### config.mk
export PLATFORM = sky130hd
export DESIGN_NAME = mult_axi_master
export DESIGN_NICKNAME = d
export VERILOG_FILES = /design/src/rtl/mult_axi_master.sv
export SDC_FILE = /design/constraint.sdc
export NUM_CORES = 1
export LEC_CHECK = 0
export BUFFER_PORTS_ARGS = -buffer_cell sky130_fd_sc_hd__clkbuf_2
export CAP_MARGIN = 20
export CORE_ASPECT_RATIO = 1.75
export CORE_MARGIN = 2
export CORE_UTILIZATION = 40
export DETAILED_ROUTE_END_ITERATION = 10
export PLACE_DENSITY = 0.69
export SYNTH_ARGS = -nofsm -noshare
export SYNTH_HDL_FRONTEND = slang
export SYNTH_SLANG_ARGS = --single-unit
### constraint.sdc
create_clock -name m2_axi_aclk -period 2.2 [get_ports m2_axi_aclk]
set_input_delay 0.44 -clock m2_axi_aclk [delete_from_list [all_inputs] [get_ports m2_axi_aclk]]
set_output_delay 0.44 -clock m2_axi_aclk [all_outputs]
set_load 0.05 [all_outputs]
### src/rtl/mult_axi_master.sv
// AXI4-Lite master for the downstream multiplier slave.
// Accepts an operand pair, writes A then B, reads the 64-bit product back
// (low word first) and presents it on a result stream. One operation at a time.
module mult_axi_master #(
  parameter int          DATA_WIDTH = 32,
  parameter int          ADDR_WIDTH = 8,
  parameter int unsigned BASE_ADDR  = 0,
  parameter int          TIMEOUT    = 255
) (
  input  logic                      m2_axi_aclk,
  input  logic                      m2_axi_areset,
  input  logic                      op_valid,
  output logic                      op_ready,
  input  logic [DATA_WIDTH-1:0]     op_a,
  input  logic [DATA_WIDTH-1:0]     op_b,
  output logic                      res_valid,
  input  logic                      res_ready,
  output logic [2*DATA_WIDTH-1:0]   res_data,
  output logic                      res_err,
  output logic [ADDR_WIDTH-1:0]     m2_axi_awaddr,
  output logic                      m2_axi_awvalid,
  input  logic                      m2_axi_awready,
  output logic [DATA_WIDTH-1:0]     m2_axi_wdata,
  output logic [DATA_WIDTH/8-1:0]   m2_axi_wstrb,
  output logic                      m2_axi_wvalid,
  input  logic                      m2_axi_wready,
  input  logic                      m2_axi_bresp,
  input  logic                      m2_axi_bvalid,
  output logic                      m2_axi_bready,
  output logic [ADDR_WIDTH-1:0]     m2_axi_araddr,
  output logic                      m2_axi_arvalid,
  input  logic                      m2_axi_arready,
  input  logic [DATA_WIDTH-1:0]     m2_axi_rdata,
  input  logic                      m2_axi_rresp,
  input  logic                      m2_axi_rvalid,
  output logic                      m2_axi_rready
);

  typedef enum logic [2:0] {IDLE, WR_A, WR_B, RD_LO, RD_HI, DONE} state_t;

  // Slave register addresses, wrapped to the bus width
  localparam logic [ADDR_WIDTH-1:0] ADDR_A  = ADDR_WIDTH'(BASE_ADDR + 32'h0);
  localparam logic [ADDR_WIDTH-1:0] ADDR_B  = ADDR_WIDTH'(BASE_ADDR + 32'h4);
  localparam logic [ADDR_WIDTH-1:0] ADDR_LO = ADDR_WIDTH'(BASE_ADDR + 32'h8);
  localparam logic [ADDR_WIDTH-1:0] ADDR_HI = ADDR_WIDTH'(BASE_ADDR + 32'hC);
  // Last wait count a phase may reach before it is abandoned
  localparam logic [15:0]           WAIT_LAST = 16'(TIMEOUT - 1);

  state_t                    state_reg, state_next;
  logic [DATA_WIDTH-1:0]     b_reg, b_next;
  logic [ADDR_WIDTH-1:0]     awaddr_reg, awaddr_next;
  logic [ADDR_WIDTH-1:0]     araddr_reg, araddr_next;
  logic [DATA_WIDTH-1:0]     wdata_reg, wdata_next;
  logic                      awvalid_reg, awvalid_next;
  logic                      wvalid_reg, wvalid_next;
  logic                      aw_done_reg, aw_done_next;
  logic                      w_done_reg, w_done_next;
  logic                      bready_reg, bready_next;
  logic                      arvalid_reg, arvalid_next;
  logic                      rready_reg, rready_next;
  logic                      op_ready_reg, op_ready_next;
  logic                      res_valid_reg, res_valid_next;
  logic [2*DATA_WIDTH-1:0]   res_data_reg, res_data_next;
  logic                      res_err_reg, res_err_next;
  logic [15:0]               wait_cnt_reg, wait_cnt_next;
  logic                      step_done;
  logic                      fail;
  logic                      in_phase;

  // State and registered outputs; reset discards any in-flight operation
  always_ff @(posedge m2_axi_aclk) begin
    if (m2_axi_areset) begin
      state_reg     <= IDLE;
      b_reg         <= '0;
      awaddr_reg    <= '0;
      araddr_reg    <= '0;
      wdata_reg     <= '0;
      awvalid_reg   <= 1'b0;
      wvalid_reg    <= 1'b0;
      aw_done_reg   <= 1'b0;
      w_done_reg    <= 1'b0;
      bready_reg    <= 1'b0;
      arvalid_reg   <= 1'b0;
      rready_reg    <= 1'b0;
      op_ready_reg  <= 1'b0;
      res_valid_reg <= 1'b0;
      res_data_reg  <= '0;
      res_err_reg   <= 1'b0;
      wait_cnt_reg  <= '0;
    end else begin
      state_reg     <= state_next;
      b_reg         <= b_next;
      awaddr_reg    <= awaddr_next;
      araddr_reg    <= araddr_next;
      wdata_reg     <= wdata_next;
      awvalid_reg   <= awvalid_next;
      wvalid_reg    <= wvalid_next;
      aw_done_reg   <= aw_done_next;
      w_done_reg    <= w_done_next;
      bready_reg    <= bready_next;
      arvalid_reg   <= arvalid_next;
      rready_reg    <= rready_next;
      op_ready_reg  <= op_ready_next;
      res_valid_reg <= res_valid_next;
      res_data_reg  <= res_data_next;
      res_err_reg   <= res_err_next;
      wait_cnt_reg  <= wait_cnt_next;
    end
  end

  // Next-state, channel handshakes, timeout and state-entry actions
  always_comb begin
    state_next    = state_reg;
    b_next        = b_reg;
    awaddr_next   = awaddr_reg;
    araddr_next   = araddr_reg;
    wdata_next    = wdata_reg;
    awvalid_next  = awvalid_reg;
    wvalid_next   = wvalid_reg;
    aw_done_next  = aw_done_reg;
    w_done_next   = w_done_reg;
    bready_next   = bready_reg;
    arvalid_next  = arvalid_reg;
    rready_next   = rready_reg;
    res_data_next = res_data_reg;
    res_err_next  = res_err_reg;
    wait_cnt_next = wait_cnt_reg;
    step_done     = 1'b0;
    fail          = 1'b0;
    in_phase      = (state_reg != IDLE) && (state_reg != DONE);

    case (state_reg)
      IDLE: begin
        if (op_valid && op_ready_reg) begin
          b_next        = op_b;
          wdata_next    = op_a;
          res_data_next = '0;
          res_err_next  = 1'b0;
          state_next    = WR_A;
        end
      end
      WR_A, WR_B: begin
        if (awvalid_reg && m2_axi_awready) begin
          awvalid_next = 1'b0;
          aw_done_next = 1'b1;
        end
        if (wvalid_reg && m2_axi_wready) begin
          wvalid_next = 1'b0;
          w_done_next = 1'b1;
        end
        // Open the response channel only once address and data are both taken
        if (!bready_reg && aw_done_next && w_done_next) begin
          bready_next = 1'b1;
        end
        if (bready_reg && m2_axi_bvalid) begin
          bready_next = 1'b0;
          step_done   = 1'b1;
          if (m2_axi_bresp) begin
            fail = 1'b1;
          end else begin
            state_next = (state_reg == WR_A) ? WR_B : RD_LO;
          end
        end
      end
      RD_LO, RD_HI: begin
        if (arvalid_reg && m2_axi_arready) begin
          arvalid_next = 1'b0;
          rready_next  = 1'b1;
        end
        if (rready_reg && m2_axi_rvalid) begin
          rready_next = 1'b0;
          step_done   = 1'b1;
          if (m2_axi_rresp) begin
            fail = 1'b1;
          end else if (state_reg == RD_LO) begin
            res_data_next[DATA_WIDTH-1:0] = m2_axi_rdata;
            state_next                    = RD_HI;
          end else begin
            res_data_next[2*DATA_WIDTH-1:DATA_WIDTH] = m2_axi_rdata;
            state_next                               = DONE;
          end
        end
      end
      DONE: begin
        if (res_ready) begin
          state_next = IDLE;
        end
      end
      default: state_next = IDLE;
    endcase

    // Every cycle a bus phase has not finished counts towards its timeout
    if (in_phase && !step_done) begin
      if (wait_cnt_reg >= WAIT_LAST) begin
        fail = 1'b1;
      end else begin
        wait_cnt_next = wait_cnt_reg + 16'd1;
      end
    end

    // Slave error or timeout: abandon the operation with a zeroed product
    if (fail) begin
      state_next    = DONE;
      res_err_next  = 1'b1;
      res_data_next = '0;
    end

    // Entering a state: clear all channel controls, then raise the ones it needs
    if (state_next != state_reg) begin
      wait_cnt_next = '0;
      aw_done_next  = 1'b0;
      w_done_next   = 1'b0;
      awvalid_next  = 1'b0;
      wvalid_next   = 1'b0;
      bready_next   = 1'b0;
      arvalid_next  = 1'b0;
      rready_next   = 1'b0;
      case (state_next)
        WR_A: begin
          awvalid_next = 1'b1;
          wvalid_next  = 1'b1;
          awaddr_next  = ADDR_A;
        end
        WR_B: begin
          awvalid_next = 1'b1;
          wvalid_next  = 1'b1;
          awaddr_next  = ADDR_B;
          wdata_next   = b_reg;
        end
        RD_LO: begin
          arvalid_next = 1'b1;
          araddr_next  = ADDR_LO;
        end
        RD_HI: begin
          arvalid_next = 1'b1;
          araddr_next  = ADDR_HI;
        end
        default: ;
      endcase
    end

    op_ready_next  = (state_next == IDLE);
    res_valid_next = (state_next == DONE);
  end

  assign op_ready       = op_ready_reg;
  assign res_valid      = res_valid_reg;
  assign res_data       = res_data_reg;
  assign res_err        = res_err_reg;
  assign m2_axi_awaddr  = awaddr_reg;
  assign m2_axi_awvalid = awvalid_reg;
  assign m2_axi_wdata   = wdata_reg;
  assign m2_axi_wstrb   = '1;
  assign m2_axi_wvalid  = wvalid_reg;
  assign m2_axi_bready  = bready_reg;
  assign m2_axi_araddr  = araddr_reg;
  assign m2_axi_arvalid = arvalid_reg;
  assign m2_axi_rready  = rready_reg;

endmodule

== Yosys cells after proc, flatten, opt, wreduce, memory -nomap -nowiden ==
Index checks and enable logic that the tools add are counted.

* Flip-flop bits (word level): 173
* Input bits: 107
* Word-level logic and storage cells: 137

* Add/subtract/negate cells: 1
* Magnitude comparators: 1
* Eq/ne operators: 17
* Mux-type cells: 54
* Bitwise operators: 1
* Reduce and logical (&&, ||, !) cells: 45

{| class="wikitable"
|+ Operators with widths
! operator !! number
|-
| 2-to-1 mux 32 bit || 6
|-
| 2-to-1 mux 64 bit || 3
|-
| case mux 64 bit (2 select lines) || 1
|-
| 2-to-1 mux 1 bit || 32
|-
| case mux 8 bit (2 select lines) || 2
|-
| nonzero test 2 bit || 12
|-
| 2-to-1 mux 3 bit || 7
|-
| AND reduction 2 bit || 10
|-
| adder 16 x 1 -> 16 bit, second input constant || 1
|-
| greater-or-equal comparator 16 x 8 -> 1 bit, second input constant || 1
|-
| == test 3 x 2 -> 1 bit, second input constant || 4
|-
| == test 3 bit, second input constant || 4
|-
| case mux 3 bit (4 select lines) || 1
|-
| OR reduction 2 bit || 6
|-
| logical AND 1 bit || 10
|-
| inequality test 2 bit, second input constant || 5
|-
| AND reduction 5 bit || 2
|-
| == test 3 x 1 -> 1 bit, second input constant || 2
|-
| zero test 3 bit || 2
|-
| case mux 1 bit (2 select lines) || 2
|-
| inequality test 3 bit || 1
|-
| inequality test 3 bit, second input constant || 1
|-
| nonzero test 3 bit || 1
|-
| zero test 1 bit || 2
|-
| NOT 1 bit || 1
|}

== Logic depth before layout (Yosys ltp) ==
Gate-level depths: netlist of run 1.

* Depth in word-level cells: 11
* Mapped depth: 9
* Depth with buffers taken out: 7

== Least setup slack after synthesis of run 1 ==
No wires, ideal clock.

* Path type: reg2reg
* Start point: register rready_reg, in the netlist m2_axi_rready
* End point: register arvalid_reg, in the netlist m2_axi_arvalid
* Setup time: 117 ps
* Data arrival time: 2,252 ps
* Data required time: 2,083 ps
* Setup slack: -169 ps
* Stages on the path, launching flop included: 9
* Buffers on the path: 2
* Cells stage by stage: dfxtp_1 and3b_1 clkbuf_1 mux2i_1 o221ai_1 nor4_2 and4b_1 buf_6 a22o_1

* Cells in the longest elaborated chain, start to end: 11

{| class="wikitable"
|+ RTL lines
! element !! RTL line !! RTL
|-
| start, declared || 60 || <nowiki>logic rready_reg, rready_next;</nowiki>
|-
| start signal, assigned || 102 || <nowiki>rready_reg <= rready_next;</nowiki>
|-
| logical AND 1 bit * || 170 || <nowiki>if (rready_reg && m2_axi_rvalid) begin</nowiki>
|-
| 2-to-1 mux 1 bit || 170 ||
|-
| case mux 1 bit (2 select lines) || 132 || <nowiki>case (state_reg)</nowiki>
|-
| zero test 1 bit || 193 || <nowiki>if (in_phase && !step_done) begin</nowiki>
|-
| logical AND 1 bit || 193 ||
|-
| 2-to-1 mux 1 bit || 193 ||
|-
| 2-to-1 mux 3 bit * || 202 || <nowiki>if (fail) begin</nowiki>
|-
| == test 3 bit or == test 3 x 2 -> 1 bit (tied branches) || 218 || <nowiki>case (state_next)</nowiki>
|-
| OR reduction 2 bit (no source line) || n/a ||
|-
| 2-to-1 mux 1 bit || 218 ||
|-
| 2-to-1 mux 1 bit || 209 || <nowiki>if (state_next != state_reg) begin</nowiki>
|-
| end signal, assigned || 101 || <nowiki>arvalid_reg <= arvalid_next;</nowiki>
|-
| end, declared || 59 || <nowiki>logic arvalid_reg, arvalid_next;</nowiki>
|}

Every way passes the cells marked *; elsewhere a longest branch is shown, timed or not.
A chain may end at the register's enable or synchronous reset.

== Final worst setup path of run 1 ==
* Start point: register wait_cnt_reg[15]
* End point: register wait_cnt_reg[14]

* Cells in the longest elaborated chain, start to end: 6

{| class="wikitable"
|+ RTL lines
! element !! RTL line !! RTL
|-
| start, declared || 65 || <nowiki>logic [15:0] wait_cnt_reg, wait_cnt_next;</nowiki>
|-
| start signal, assigned || 107 || <nowiki>wait_cnt_reg <= wait_cnt_next;</nowiki>
|-
| greater-or-equal comparator 16 x 8 -> 1 bit * || 194 || <nowiki>if (wait_cnt_reg >= WAIT_LAST) begin</nowiki>
|-
| 2-to-1 mux 1 bit || 194 ||
|-
| 2-to-1 mux 1 bit || 193 ||
|-
| 2-to-1 mux 3 bit || 202 ||
|-
| inequality test 3 bit || 209 ||
|-
| OR reduction 2 bit (no source line) || n/a ||
|}

Marked as above.

==> run_results.csv, run 1 <==
group,metric,value,unit
run_status,status,"finished, final reports clean",
setup_path,path_max_fanout,5,
pwr,power.net_switching,1.81,mW
place,place.port_buffers,213,
cts,cts_buffers,17,
yosys,syn_avg_cell_area,8.01,um^2
pwr,finalPower,6.62,mW
sta,fmax,0.477,GHz
detailed_routing,wl_per_cell,14.9,um
floorplan,num_io_pins,231,
pwr,leakage,3.55,nW
cts,cts_tree,"yes",
cts,cts_max_level,4,
yosys,synthCells,801,
cells_and_area,fin_nets,1108,
yosys,async_flop_share,0,
yosys,synth_commonest_cells,"nand2_1, dfxtp_1, a21oi_1",
sta,period_share,0.953,
yosys,netlist.area_leader.share,0.499,
floorplan,core_area,15800,um^2
setup_path,cpPeakStageDelay,0.58,ns
setup_path,crit_type,"reg2reg",
place,hpwl,12400,um
setup_path,crit_arrival,2.45,ns
yosys,yosys-top-cells-area,"dfxtp_1, nand2_1, a21oi_1",
yosys,ys_seq_area_frac,0.499,
floorplan,die-area,17100,um^2
detailed_routing,viasPerCell,5.20,
yosys,syn-cell-area,6420,um^2
detailed_routing,firstDrtPassIters,5,
pwr,p_seq_frac,0.455,
grt,grt_pass1_wl,28100,um
setup_path,cp_slowest_cell,"or4_1",
yosys,synth.distinct_cells,59,
cts,clock-sinks,160,
detailed_routing,drcViolationCount,0,
grt,grt_max_degree,72,
hold_path,min_path_type,"in2reg",
sta,skew,0.0143,ns
sta,tightest_slew,0.786,ns
setup_path,endpoint_kind,"flop",
yosys,yosysMostFrequentCell,"nand2_1",
grt,antenna_found_initial,1,
cts,clk_latency,0.42,ns
setup_path,start_kind,"flop",
setup_path,cp.required,2.55,ns
sta,finalCriticalPeriod,2.10,ns
floorplan,start_util,0.406,
sta,whs,0.239,ns
pwr,ir_worst_vdd,0.463,mV
place,gp_congestion,0.956,
sta,hold_viol_final,0,
sta,final-setup-viol-count,0,
cells_and_area,diodes,0,
pwr,power.share.switching,0.273,
floorplan,die_y,172,um
cells_and_area,largest_reg_flops,64,
cts,path_clk_slew,0.07,ns
setup_path,cp_cell_sequence,"or4_1 > nor2_4 > a221oi_4 > o31ai_4 > and4b_2 > and3_1",
job,maxCapViolations,0,
pwr,intPower,4.81,mW
pwr,combPwrFrac,0.114,
yosys,ys_ff_latch,160,
detailed_routing,postRouteWirelength,17900,um
grt,gr-usage-all-layers,0.203,
pwr,clkPwrFrac,0.431,
yosys,yosysWarnings,0,
detailed_routing,via_count,6244,
floorplan,fp-row-count,61,
cts,postCtsHoldBufs,0,
cts,clk_path_buf_depth,2,
cts,postCtsSetupRepairBufs,0,
sta,slew_headroom,0.476,
floorplan,die_x,99.8,um
yosys,synth_area_leader_cell,"dfxtp_1",
pwr,power_density,788,nW/um^2
sta,drv_slew,0,
cells_and_area,drive_gt1_frac,0.301,
detailed_routing,ant_nets,0,
yosys,synth_edf_count,0,
grt,overflow,0,
detailed_routing,drt-initial-drc-count,236,
cells_and_area,syn2layout_area_growth,30.8,%
grt,grt_pass1_vias,5792,
cts,cts_root_buffer,"clkbuf_16",
yosys,synth_ff_type,"dfxtp_1",
==> routing by layer <==
layer | global-route usage | share of wire | up-vias
met5 | 0 | 0.00067 | -
met4 | 0.0870 | 0.031 | 2
met3 | 0.0492 | 0.054 | 38
met2 | 0.357 | 0.52 | 214
met1 | 0.232 | 0.40 | 2893
li1 | - | - | 3097
==> layout make-up <==
type	count	area, um^2
repair buffers	244	1400
flip-flops and latches	160	3210
multi-input cells	572	2970
clock buffers	18	439
clock inverters	13	129
fillers	1568	7410
well taps	189	236
inverters	4	15.0
==> stage by stage <==
step	setup TNS (ns)	instances	worst slack, ns	util	area (um^2)
6_report	0	1200	0.104	0.531	8390
5_1_grt	-0.00177	1200	-0.00177	0.531	8390
4_1_cts	0	1199	0.0495	0.526	8310
3_5_place_dp	0	1168	0.0244	0.490	7740
3_3_place_gp	0	1168	0.0311	0.490	7740
2_1_floorplan	0	816	0.0101	-	6480
==> power groups by stage <==
| stage | registers [mW] | clock network (mW) | logic, mW |
|---|---|---|---|
| 2_1_floorplan | 3.19 | 0 | 0.376 |
| 3_3_place_gp | 3.07 | 0 | 0.738 |
| 3_5_place_dp | 3.08 | 0 | 0.735 |
| 4_1_cts | 3.01 | 2.93 | 0.741 |
| 5_1_grt | 3.02 | 3.04 | 0.818 |
| 6_report | 3.01 | 2.85 | 0.755 |
==> logic make-up after synthesis <==
kind of cell,count (synthesis),share of synthesized area
fa+ha+maj,2,0.00390
flops,160,0.499
compound gates,170,0.165
xor+xnor,6,0.00819
simple gates,373,0.255
mux,3,0.00487
other cells,2,0.00117
buf+inv,85,0.0628
==> cells in the final DEF (no fill, tap or decap), types with 8 or more instances in the layout <==
cell type / synthesis / final
a21oi_1: 111 / 110
a311oi_1: 32 / 32
and3_1: 9 / 9
buf_12: 0 / 8
buf_4: 17 / 23
clkbuf_16: 0 / 17
clkbuf_2: 0 / 213
conb_1: 2 / 17
dfxtp_1: 160 / 156
nand2_1: 208 / 206
nand3_1: 68 / 68
nor2_1: 51 / 49
==> timing repair <==
action,in CTS,in global routing
endpoints found under the hold margin,0,0
gates resized for setup,1,13
pin swaps,0,4
setup endpoints to repair,5,12
gates cloned,0,1
==> final timing paths <==
kind	endpoint	slack, ns	start	depth (start not counted)
setup / recovery	wait_cnt_reg[14]$_SDFFE_PP0P_	0.10	wait_cnt_reg[15]$_SDFFE_PP0P_	6
hold reg to reg	m2_axi_awaddr[2]$_SDFFE_PP0P_	0.45	m2_axi_awaddr[2]$_SDFFE_PP0P_	2
hold / removal	b_reg[22]$_SDFFE_PP0P_	0.24	op_b[22]	3
setup reg to reg	wait_cnt_reg[14]$_SDFFE_PP0P_	0.10	wait_cnt_reg[15]$_SDFFE_PP0P_	6
==> worst max-delay path, delay by kind of cell (launching register included) <==
kind | cells | cell delay, ns
flip-flops | 1 | 0.31
AO/OA/AOI/OAI | 2 | 0.47
AND/OR/NAND/NOR | 4 | 1.26
No activity file was read; power rests on OpenSTA's default activity.
==> inputs of run 2 (changes only) <==
--- a/config.mk
+++ b/config.mk
@@ -8,7 +8,7 @@
 export BUFFER_PORTS_ARGS = -buffer_cell sky130_fd_sc_hd__clkbuf_2
 export CAP_MARGIN = 20
 export CORE_ASPECT_RATIO = 1.75
-export CORE_MARGIN = 2
+export CORE_MARGIN = 1.5
 export CORE_UTILIZATION = 40
 export DETAILED_ROUTE_END_ITERATION = 10
 export PLACE_DENSITY = 0.69
==> run 2 against run 1 <==
  * The flow now finishes with violations (DRC)
  * Via count shrank 1.2%
  * Die area is 1.6% lower
  * Register-to-register slack about the same
  * Final area hardly changed
  * Clock skew is 0.0015 ns higher
  * Clock-buffer cell count rose by 1
  * Flip-flop and latch count did not move
  * Final cell count grew 0.17%
  * Core utilization hardly changed
  * Critical endpoint is now wait_cnt_reg[9]$_SDFFE_PP0P_
==> run_results.csv, run 2 (same netlist as run 1, synthesis figures left out) <==
group,metric,value,unit
grt,grt_pass1_vias,5692,
setup_path,start_kind,"flop",
detailed_routing,viasPerCell,5.13,
place,place.port_buffers,213,
setup_path,crit_family,"simple AND/OR/NAND/NOR gates",
cells_and_area,largest_reg_flops,64,
hold_path,holdPathEnd,"b_reg[9]$_SDFFE_PP0P_",
cts,clk_latency,0.42,ns
cells_and_area,syn2layout_area_growth,30.7,%
setup_path,reg2reg_from,"state_reg[2]$_SDFF_PP0_",
sta,skew,0.0158,ns
pwr,leakage,3.57,nW
cts,clk_path_buf_depth,2,
place,placed_area,7760,um^2
cells_and_area,final_cell_mix,"clkbuf_2, nand2_1, dfxtp_1",
grt,overflow,0,
cts,path_clk_slew,0.07,ns
cts,cts_buffers,17,
sta,finalSetupTns,0,ns
setup_path,cp_cell_sequence,"and3b_4 > or2_2 > a32o_2 > o31ai_4 > and4b_4 > and3_1",
cts,postCtsSetupRepairBufs,0,
floorplan,die-area,16800,um^2
floorplan,start_util,0.406,
sta,finalCriticalPeriod,2.09,ns
floorplan,die_y,171,um
grt,gr-usage-all-layers,0.204,
place,dp_slack,-0.109,ns
sta,final-setup-viol-count,0,
sta,slew_headroom,0.495,
pwr,ir_worst_vdd,0.539,mV
grt,antenna_found_initial,0,
setup_path,crit_type,"reg2reg",
detailed_routing,wl_per_cell,14.4,um
detailed_routing,firstDrtPassIters,7,
grt,grt_pass1_wl,27800,um
place,hpwl,11900,um
floorplan,fp-row-count,61,
cells_and_area,fin_nets,1109,
pwr,finalPower,6.67,mW
setup_path,crit_arrival,2.44,ns
cells_and_area,final_common_cell,"clkbuf_2",
detailed_routing,via_count,6167,
cts,clock-sinks,160,
detailed_routing,ant_nets,0,
detailed_routing,postRouteWirelength,17300,um
setup_path,cp.required,2.55,ns
run_status,failed_checks,"DRC",
setup_path,cp_num_buf_inv,0,
cells_and_area,diodes,0,
setup_path,worst_r2r_endpoint,"wait_cnt_reg[9]$_SDFFE_PP0P_",
setup_path,reg2reg_slack,0.11,ns
cts,cts_max_level,4,
sta,fmax,0.478,GHz
cells_and_area,drive_gt1_frac,0.296,
cts,cts_tree,"yes",
floorplan,num_io_pins,231,
cts,cts_root_buffer,"clkbuf_16",
sta,period_share,0.950,
hold_path,worstHoldPathCells,3,
sta,tightest_slew,0.757,ns
hold_path,min_path_type,"in2reg",
sta,rsz0062_at_grt,"no",
setup_path,worstRegToRegCells,6,
grt,grt_max_degree,72,
pwr,power_density,795,nW/um^2
sta,hold_viol_final,0,
setup_path,cpPeakStageDelay,0.36,ns
run_status,status,"complete, but fails checks",
sta,timing.final.ws_setup,0.109,ns
place,gp_congestion,0.910,
floorplan,die_x,98.8,um
detailed_routing,drt-initial-drc-count,283,
hold_path,hold_start,"op_b[9]",
detailed_routing,drcViolationCount,17,
setup_path,endpoint_kind,"flop",
floorplan,core_area,15800,um^2
cells_and_area,fin_area,8390,um^2
sta,drv_slew,0,
setup_path,cp_slowest_cell,"dfxtp_1",
job,maxCapViolations,0,
setup_path,path_max_fanout,10,
## run 2: worst min-delay path, stage by stage
cell	delay, ns
clkbuf_2	0.08
nand2_1	0.04
a21oi_1	0.05
## run 2: cell type report
type / count / area (um^2)
Timing Repair Buffer: 246 / 1410
Tap cell: 189 / 236
Inverter: 4 / 15.0
Fill cell: 1523 / 7410
Sequential cell: 160 / 3210
Clock buffer: 19 / 443
Clock inverter: 13 / 139
Multi-Input combinational cell: 571 / 2940
## run 2: report_power, final
group          internal (mW)  total [mW]  leakage, nW  switching, mW
clock                   1.63        2.91        0.284           1.27
combinational          0.243       0.759         2.00          0.516
sequential              2.97        3.01         1.30         0.0396
## run 2: worst max path at each step
stage                                     startpoint                            to  slack, ns  cells past startpoint
final                        state_reg[2]$_SDFF_PP0_  wait_cnt_reg[9]$_SDFFE_PP0P_       0.11                      6
after global routing         state_reg[2]$_SDFF_PP0_   m2_axi_arvalid$_SDFFE_PP0P_       0.02                      6
after CTS                    state_reg[2]$_SDFF_PP0_  wait_cnt_reg[9]$_SDFFE_PP0P_       0.01                      6
after detailed placement                m2_axi_rresp    m2_axi_wvalid$_SDFFE_PP0P_      -0.11                      7
after global placement                  m2_axi_rresp    m2_axi_wvalid$_SDFFE_PP0P_      -0.02                      7
after floorplan           m2_axi_rready$_SDFFE_PP0P_   m2_axi_arvalid$_SDFFE_PP0P_       0.01                      8
## run 2: per-layer routing
| layer | part of all wire | track usage | routed length (um) | vias to the layer above |
|---|---|---|---|---|
| met4 | 0.016 | 0.0702 | 276 | 0 |
| li1 | - | - | - | 3105 |
| met3 | 0.060 | 0.0466 | 1030 | 16 |
| met5 | 0 | 0 | 0 | - |
| met1 | 0.40 | 0.241 | 6870 | 2839 |
| met2 | 0.53 | 0.361 | 9120 | 207 |
## run 2: repair_timing
item / CTS / global route
hold buffers: 0 / 0
gates resized for setup: 0 / 8
endpoints found under the setup margin: 0 / 21
## run 2: through the flow
stage / std cells / util / hold WS, ns
after floorplan: 816 / - / 0.437
after global placement: 1170 / 0.491 / 0.441
after detailed placement: 1170 / 0.491 / 0.446
after CTS: 1202 / 0.528 / 0.226
after global routing: 1202 / 0.531 / 0.227
final: 1202 / 0.531 / 0.243
==> inputs of run 3 (changes only) <==
==> config.mk (replaced) <==
export PLATFORM = sky130hd
export DESIGN_NAME = mult_axi_master
export DESIGN_NICKNAME = d
export VERILOG_FILES = /design/src/rtl/mult_axi_master.sv
export SDC_FILE = /design/constraint.sdc
export NUM_CORES = 1
export LEC_CHECK = 0
export CAP_MARGIN = 20
export CORE_ASPECT_RATIO = 1.75
export CORE_MARGIN = 1.5
export CORE_UTILIZATION = 40
export CTS_BUF_LIST = sky130_fd_sc_hd__clkbuf_8
export DETAILED_ROUTE_END_ITERATION = 10
export DONT_BUFFER_PORTS = 1
export SYNTH_ARGS = -nofsm -noshare
export SYNTH_HDL_FRONTEND = slang
export SYNTH_SLANG_ARGS = --single-unit
==> run 3 against run 2 <==
  * The run still ends with DRC left
  * Sequential share of layout area rose by 7.2 points
  * Clock skew rose by 0.0030 ns
  * Clock-buffer cell count is 2 lower
  * Worst setup slack got worse by 0.038 ns
  * Power down 14%
  * Core utilization fell by 8.3 points
  * Sequential power rose by 4%
  * Final cell count down 18%
  * Flip-flop and latch count unchanged
==> run_results.csv, run 3 (same netlist as run 1, synthesis figures left out) <==
group,metric,value,unit
cts,cts_root_buffer,"clkbuf_8",
detailed_routing,wl_per_cell,16.6,um
detailed_routing,drcViolationCount,15,
grt,grt_pass1_vias,5183,
setup_path,path_max_fanout,10,
grt,grt_max_degree,73,
cts,path_clk_slew,0.09,ns
setup_path,cp.required,2.57,ns
place,gp_congestion,0.931,
setup_path,cp-startpoint,"state_reg[1]$_SDFF_PP0_",
run_status,failed_checks,"DRC",
sta,final-setup-viol-count,0,
pwr,power_density,808,nW/um^2
hold_path,min_path_type,"in2reg",
setup_path,endpoint_kind,"flop",
grt,overflow,0,
floorplan,die_x,98.8,um
detailed_routing,postRouteWirelength,16300,um
setup_path,reg2reg_slack,0.07,ns
detailed_routing,viasPerCell,5.53,
sta,finalSetupTns,0,ns
floorplan,core_area,15800,um^2
sta,tightest_slew,0.672,ns
setup_path,crit_type,"reg2reg",
sta,whs,0.0568,ns
cells_and_area,fin_nets,891,
cells_and_area,largest_reg_flops,64,
cts,cts_tree,"yes",
sta,slew_headroom,0.552,
cells_and_area,diodes,0,
place,dp_slack,0.0128,ns
setup_path,start_kind,"flop",
floorplan,die_y,171,um
cells_and_area,fill_cells,1582,
cells_and_area,drive_gt1_frac,0.113,
floorplan,start_util,0.406,
setup_path,crit_arrival,2.50,ns
sta,hold_viol_final,0,
pwr,ir_worst_vdd,0.371,mV
cells_and_area,final_common_cell,"nand2_1",
job,maxCapViolations,0,
setup_path,crit_end,"wait_cnt_reg[6]$_SDFFE_PP0P_",
run_status,status,"complete, but fails checks",
detailed_routing,firstDrtPassIters,7,
setup_path,reg2reg_from,"state_reg[1]$_SDFF_PP0_",
cts,clk_path_buf_depth,2,
place,place.port_buffers,0,
detailed_routing,drt-initial-drc-count,255,
sta,fmax,0.470,GHz
sta,drv_slew,0,
detailed_routing,ant_nets,0,
detailed_routing,via_count,5444,
place,placed_area,6610,um^2
sta,finalCriticalPeriod,2.13,ns
cells_and_area,syn2layout_area_growth,10.2,%
grt,gr-usage-all-layers,0.188,
floorplan,num_io_pins,231,
grt,antenna_found_initial,0,
cts,clock-sinks,160,
floorplan,die-area,16800,um^2
pwr,leakage,2.51,nW
setup_path,worstRegToRegCells,9,
place,hpwl,11400,um
sta,period_share,0.967,
setup_path,worst_r2r_endpoint,"wait_cnt_reg[6]$_SDFFE_PP0P_",
cts,cts_buffers,17,
cts,clk_latency,0.45,ns
grt,grt_pass1_wl,25600,um
floorplan,fp-row-count,61,
cells_and_area,fin_area,7070,um^2
cells_and_area,final_cell_mix,"nand2_1, dfxtp_1, a21oi_1",
sta,skew,0.0187,ns
sta,timing.final.ws_setup,0.0715,ns
cells_and_area,fin_util,0.448,
cts,cts_max_level,4,
cts,postCtsHoldBufs,0,
[run 3: how the worst min path moves through the flow]
stage / cells past startpoint / startpoint / to
CTS: 1 / m2_axi_areset / b_reg[11]$_SDFFE_PP0P_
finish: 1 / m2_axi_areset / b_reg[24]$_SDFFE_PP0P_
global placement: 2 / b_reg[25]$_SDFFE_PP0P_ / b_reg[25]$_SDFFE_PP0P_
global route: 1 / m2_axi_areset / m2_axi_awaddr[2]$_SDFFE_PP0P_
detailed placement: 2 / b_reg[10]$_SDFFE_PP0P_ / b_reg[10]$_SDFFE_PP0P_
floorplan: 2 / b_reg[0]$_SDFFE_PP0P_ / b_reg[0]$_SDFFE_PP0P_
[run 3: layout make-up]
cell class                 instances  area (um^2)  area share
sequential                       160         3210       0.454
tap                              189          236      0.0334
timing repair buffer              28          273      0.0386
inverter                           4         15.0     0.00212
clock inverter                    15          163      0.0230
clock buffer                      17          234      0.0331
multi-input combinational        571         2940       0.416
[run 3: stage by stage]
stage | power (mW) | std cells
6_report | 5.71 | 984
5_1_grt | 5.98 | 984
4_1_cts | 5.79 | 983
3_5_place_dp | 3.65 | 951
3_3_place_gp | 3.63 | 951
2_1_floorplan | 3.57 | 816
[run 3: worst max-delay path: stages (launching register included)]
cell and delay (ns):
dfxtp_2 0.39, buf_4 0.18, and2_1 0.20, a21oi_1 0.10, a221oi_4 0.42, nor4_4 0.08
nand4b_2 0.24, buf_4 0.18, buf_4 0.14, nor2_1 0.12
[run 3: per-layer routing]
metal	GRT usage	up-vias	share of wire	wire length, um
met4	0.0820	0	0.028	465
li1	-	2662	-	-
met2	0.327	210	0.52	8490
met5	0	-	0	0
met1	0.207	2537	0.37	6070
met3	0.0641	35	0.081	1320
[run 3: power breakdown]
group	total [mW]	internal [mW]	switching, mW
combinational	0.458	0.141	0.318
sequential	3.13	2.97	0.164
clock	2.12	0.856	1.27
[run 3: timing repair]
action	CTS	global route
buffers inserted	0	1
setup endpoints to repair	0	18
gates resized for setup	0	15
